===== src/rtl/ysyx_22041207_mem_rd_arbiter.sv =====
// Read arbiter that shares one memory read channel between IF and LS, with one transaction in flight.
// Define ARB_RR_EN for round-robin arbitration; otherwise LS always wins over IF.
module ysyx_22041207_mem_rd_arbiter #(
  parameter int ADDR_W = 64,
  parameter int DATA_W = 64,
  parameter int SIZE_W = 8
) (
  input  logic              clk,
  input  logic              rst,
  input  logic              if_r_valid_i,
  output logic              if_r_ready_o,
  input  logic [ADDR_W-1:0] if_r_addr_i,
  input  logic [SIZE_W-1:0] if_r_size_i,
  output logic              if_data_valid_o,
  input  logic              if_data_ready_i,
  output logic [DATA_W-1:0] if_data_o,
  input  logic              ls_r_valid_i,
  output logic              ls_r_ready_o,
  input  logic [ADDR_W-1:0] ls_r_addr_i,
  input  logic [SIZE_W-1:0] ls_r_size_i,
  output logic              ls_data_valid_o,
  input  logic              ls_data_ready_i,
  output logic [DATA_W-1:0] ls_data_o,
  output logic              mem_r_valid_o,
  input  logic              mem_r_ready_i,
  output logic [ADDR_W-1:0] mem_r_addr_o,
  output logic [SIZE_W-1:0] mem_r_size_o,
  input  logic              mem_data_valid_i,
  output logic              mem_data_ready_o,
  input  logic [DATA_W-1:0] mem_data_i,
  output logic [1:0]        owner_o
);

  typedef enum logic [1:0] {IDLE, ADDR, DATA} state_e;

  localparam logic [1:0] OWN_NONE = 2'b00;
  localparam logic [1:0] OWN_IF   = 2'b01;
  localparam logic [1:0] OWN_LS   = 2'b10;

  state_e            state_q, state_d;
  logic [1:0]        owner_q, owner_d;
  logic [ADDR_W-1:0] addr_q, addr_d;
  logic [SIZE_W-1:0] size_q, size_d;
  logic              prefer_ls;
  logic              grant_ls;
  logic              grant_if;
  logic              data_rdy;

`ifdef ARB_RR_EN
  // Set when IF owned the last completed transaction, so LS is favoured next.
  logic              last_if_q, last_if_d;
  assign prefer_ls = last_if_q;
`else
  assign prefer_ls = 1'b1;
`endif

  assign grant_ls = ls_r_valid_i && (prefer_ls || !if_r_valid_i);
  assign grant_if = if_r_valid_i && !grant_ls;

  assign mem_r_valid_o = (state_q == ADDR);
  assign mem_r_addr_o  = addr_q;
  assign mem_r_size_o  = size_q;
  assign owner_o       = owner_q;

  always_comb begin
    state_d          = state_q;
    owner_d          = owner_q;
    addr_d           = addr_q;
    size_d           = size_q;
`ifdef ARB_RR_EN
    last_if_d        = last_if_q;
`endif
    if_r_ready_o     = 1'b0;
    ls_r_ready_o     = 1'b0;
    if_data_valid_o  = 1'b0;
    ls_data_valid_o  = 1'b0;
    if_data_o        = '0;
    ls_data_o        = '0;
    data_rdy         = 1'b0;
    mem_data_ready_o = 1'b0;

    case (state_q)
      IDLE: begin
        if_r_ready_o = grant_if;
        ls_r_ready_o = grant_ls;
        if (grant_ls || grant_if) begin
          addr_d  = grant_ls ? ls_r_addr_i : if_r_addr_i;
          size_d  = grant_ls ? ls_r_size_i : if_r_size_i;
          owner_d = grant_ls ? OWN_LS : OWN_IF;
          state_d = ADDR;
        end
      end
      // Read data arriving before the address is accepted is not ours to forward.
      ADDR: begin
        if (mem_r_ready_i) state_d = DATA;
      end
      DATA: begin
        if (owner_q == OWN_LS) begin
          ls_data_valid_o = mem_data_valid_i;
          ls_data_o       = mem_data_i;
          data_rdy        = ls_data_ready_i;
        end else begin
          if_data_valid_o = mem_data_valid_i;
          if_data_o       = mem_data_i;
          data_rdy        = if_data_ready_i;
        end
        mem_data_ready_o = data_rdy;
        if (mem_data_valid_i && data_rdy) begin
          state_d   = IDLE;
          owner_d   = OWN_NONE;
`ifdef ARB_RR_EN
          last_if_d = (owner_q == OWN_IF);
`endif
        end
      end
      default: state_d = IDLE;
    endcase
  end

  always_ff @(posedge clk) begin
    if (rst) begin
      state_q   <= IDLE;
      owner_q   <= OWN_NONE;
      addr_q    <= '0;
      size_q    <= '0;
`ifdef ARB_RR_EN
      last_if_q <= 1'b1;
`endif
    end else begin
      state_q   <= state_d;
      owner_q   <= owner_d;
      addr_q    <= addr_d;
      size_q    <= size_d;
`ifdef ARB_RR_EN
      last_if_q <= last_if_d;
`endif
    end
  end

endmodule


===== config.mk =====
export PLATFORM = sky130hd
export DESIGN_NAME = ysyx_22041207_mem_rd_arbiter
export DESIGN_NICKNAME = d
export VERILOG_FILES = /design/src/rtl/ysyx_22041207_mem_rd_arbiter.sv
export SDC_FILE = /design/constraint.sdc
export NUM_CORES = 1
export LEC_CHECK = 0
export BUFFER_PORTS_ARGS = -buffer_cell sky130_fd_sc_hd__buf_4
export CAP_MARGIN = 25
export CORE_AREA = 2 2 164 166
export CTS_CLUSTER_SIZE = 16
export DETAILED_ROUTE_END_ITERATION = 12
export DIE_AREA = 0 0 166 168
export SYNTH_ARGS = -nofsm -noshare
export SYNTH_HDL_FRONTEND = slang
export SYNTH_SLANG_ARGS = --single-unit
export TNS_END_PERCENT = 50

===== constraint.sdc =====
create_clock -name clk -period 1.7 [get_ports clk]
set_clock_uncertainty 0.2 [all_clocks]
set_input_delay 0.17 -clock clk [delete_from_list [all_inputs] [get_ports clk]]
set_output_delay 0.17 -clock clk [all_outputs]
set_load 0.05 [all_outputs]

==> summary.md <==
| Metric | Value |
|---|---|
| Final #Nets | `1163` |
| Status | `complete, but fails checks` |
| Syn_nets | `710` |
| Setup crit start kind | `flop` |
| Slew Limit Fails | `0` |
| Cell Chain, Critical Path | `nand2b_4 > a21oi_4 > buf_6 > clkbuf_16 > and2_2 > buf_6` |
| Most Frequent Cell on Critical Path | `buf_6` |
| Initial DRC Count | `175` |
| GPL Wtd Cong | `0.836` |
| Worst-Skew Late Latency | `0.33 ns` |
| Setup_tns | `-28.69 ns` |
| Most frequent cells in the layout | `buf_4 (300), buf_8 (87), mux2i_1 (72), nor2_1 (72), dfxtp_1 (72)` |
| Area delta synth->final | `123%` |
| Period utilization | `116%` |
| Slowest-stage cell, CP | `dfxtp_2` |
| Fin Hold WS | `0.0150 ns` |
| Critical path buffers and inverters | `3` |
| I/O pin cnt | `424` |
| Tightest Hold Check Type | `input port to flop` |
| Largest net degree at the start of global routing | `65` |
| Critical Path End Type | `output port` |
| Clk slew on worst S/H paths | `0.06 ns` |
| Cells after Synth | `494` |
| PD cells | `719 nW/um2` |
| Total gr overflow | `0` |
| Final setup vio count | `131` |
| Via/cell ratio | `4.16` |
| Via count | `5393` |
| FP Rows | `60` |
| First-pass GRT wire length | `31.4 mm` |
| Worst EP required | `1.33 ns` |
| Unique cell type count in the Yosys netlist | `29` |
| Core area | `26400 um2` |
| Wire length per cell | `17.3 um` |
| Worst-case vdd ir drop | `462 uV` |
| Final ANT Viol Nets | `0` |
| Die W | `166 um` |
| Clk buf depth | `2` |
| Worst-path maximum fanout | `16` |
| Crit path time final | `1.98 ns` |
| CTS H-tree depth | `3` |
| Crit path DAT | `1.61 ns` |
| Sequential fraction of the synthesis area | `33.4%` |
| Vias in the first global route | `5288` |
| Crit Path Category | `flop to output port` |
| Pre-Repair DR Iteration Count | `4` |
| CP delay by family, top | `buffers and inverters` |
| Clock sinks | `76` |
| CTS tree | `yes` |
| Gr usage total | `14.6%` |
| DPL Wire Length | `17.2 mm` |
| Synth warnings | `0` |
| Starting Density | `17.3%` |
| Total wire length | `22.5 mm` |
| Mapped Area | `4560 um2` |
| DRC | `0` |
| MaxCap Viol Count | `0` |
| CTS root buffer | `clkbuf_16` |
| Violated checks | `setup timing` |
| Max Freq | `506 MHz` |
| Pre-CTS setup slack | `0.00487 ns` |
| Worst setup margin | `-0.277 ns` |
| Slew @ Worst Pin | `0.447 ns` |
| Yosys reg bits | `76` |
| Buffers on Ports | `423` |
| DIE AREA | `27900 um2` |
| Most common cell after layout, fill and taps aside | `buf_4` |
| Initial antenna violation count | `3` |
| Final hold viol count | `0` |
| LEAKAGE | `0.00481 uW` |
| Layout cells sized above 1 | `69.4%` |
| RSZ-0062 raised after global routing | `yes` |
| TritonCTS buffer count | `9` |
| Die H | `168 um` |
| Relative slew slack | `70.2%` |
| Filler cells | `2554` |
| Crit path largest cell delay | `0.32 ns` |
| Syn_area_per_cell | `9.23 um2` |
[cells in the mapped netlist]
| cell | count | area share, % |
|---|---|---|
| a21oi_2 | 1 | 0.19 |
| nand2b_2 | 1 | 0.19 |
| nand2_1 | 2 | 0.16 |
| nor2b_1 | 1 | 0.14 |
| nor2_2 | 1 | 0.14 |
| nor3_1 | 2 | 0.22 |
| a21oi_1 | 2 | 0.22 |
| a211oi_2 | 50 | 14 |
| dfxtp_1 | 76 | 33 |
| buf_2 | 11 | 1.2 |
| clkbuf_4 | 4 | 0.66 |
| nand2b_1 | 3 | 0.41 |
| buf_6 | 6 | 1.5 |
| inv_1 | 3 | 0.25 |
| o41ai_2 | 1 | 0.36 |
| nand3b_1 | 1 | 0.16 |
| mux2i_1 | 73 | 16 |
| o22ai_1 | 1 | 0.14 |
| buf_4 | 6 | 0.99 |
| clkbuf_1 | 14 | 1.2 |
| clkbuf_2 | 6 | 0.66 |
| a211oi_1 | 22 | 3.6 |
| nor2_4 | 1 | 0.25 |
| nor4b_1 | 1 | 0.19 |
| nor2_1 | 73 | 6.0 |
| and2_1 | 129 | 18 |
| o21ai_0 | 1 | 0.11 |
| o21bai_1 | 1 | 0.16 |
| o21a_1 | 1 | 0.16 |
[timing repair]
item | 4_1_cts | 5_1_grt
buffers inserted | 2 | 1
gates resized for setup | 169 | 109
hold buffers | 37 | 0
endpoints found under the setup margin | 132 | 198
pin swaps | 9 | 50
cloned | 1 | 7
hold endpoints to repair | 22 | 0
[where the power goes]
| group | internal, uW | total [uW] | switching (uW) |
|---|---|---|---|
| Combinational | 1250 | 3080 | 1840 |
| Sequential | 2010 | 2130 | 125 |
| Clock | 1340 | 2100 | 763 |
| Total | 4600 | 7320 | 2720 |
[logic make-up after synthesis]
logic type / count (synthesis) / share of synthesized area [%]
flip-flops: 76 / 33.4
multiplexers: 73 / 16.0
buffers and inverters: 50 / 6.39
AO/OA/AOI/OAI: 80 / 18.7
AND/OR/NAND/NOR: 215 / 25.6
[stage by stage]
stage | utilization (%) | cells | instance area (um2) | power, uW
2_1_floorplan | - | 494 | 4760 | 3980
3_3_place_gp | 31.7 | 1230 | 8340 | 5010
3_5_place_dp | 31.7 | 1230 | 8340 | 5030
4_1_cts | 36.9 | 1286 | 9730 | 7350
5_1_grt | 38.6 | 1294 | 10200 | 7660
6_report | 38.6 | 1295 | 10200 | 7320
[metal layers]
metal / track usage [%] / routed length (um) / part of all wire [%] / vias to the layer above
li1: - / - / - / 2589
met1: 15.9 / 8150 / 36 / 2494
met2: 27.8 / 12100 / 54 / 273
met3: 3.41 / 1420 / 6.3 / 37
met4: 4.84 / 782 / 3.5 / 0
met5: 0 / 0 / 0 / -
[area by class of cell]
class	count	area [um2]	share of cell area, %
multi-input cells	368	3060	30.1
well taps	341	427	4.19
clock buffers	13	292	2.86
inverters	3	11.3	0.111
clock inverters	3	40.0	0.393
diodes	2	5.00	0.0492
repair buffers	489	4810	47.3
flip-flops and latches	76	1530	15.0
[worst paths after layout]
kind / start / to / slack (ns) / depth (start not counted)
hold reg to reg: mem_r_addr_o[35] / mem_r_addr_o[35] / 0.30 / 2
setup reg to reg: state_q[0] / mem_r_addr_o[47] / 0.04 / 6
setup / recovery: state_q[0] / if_data_o[7] / -0.28 / 6
hold / removal: ls_r_addr_i[60] / mem_r_addr_o[60] / 0.01 / 3
[worst register-to-register path, delay by kind of cell (launching register included)]
kind / cells / cell delay [ns]
AOI/OAI and AO/OA: 2 / 0.43
buffers and inverters: 2 / 0.40
DFF: 1 / 0.32
and+or+nand+nor: 2 / 0.21
[sequential cells by signal, indices dropped and copies added, names as in the netlist]
register	count
owner_o	2
mem_r_addr_o	64
mem_r_size_o	8
state_q	2
Note: power is estimated with default switching activity, not from simulation.
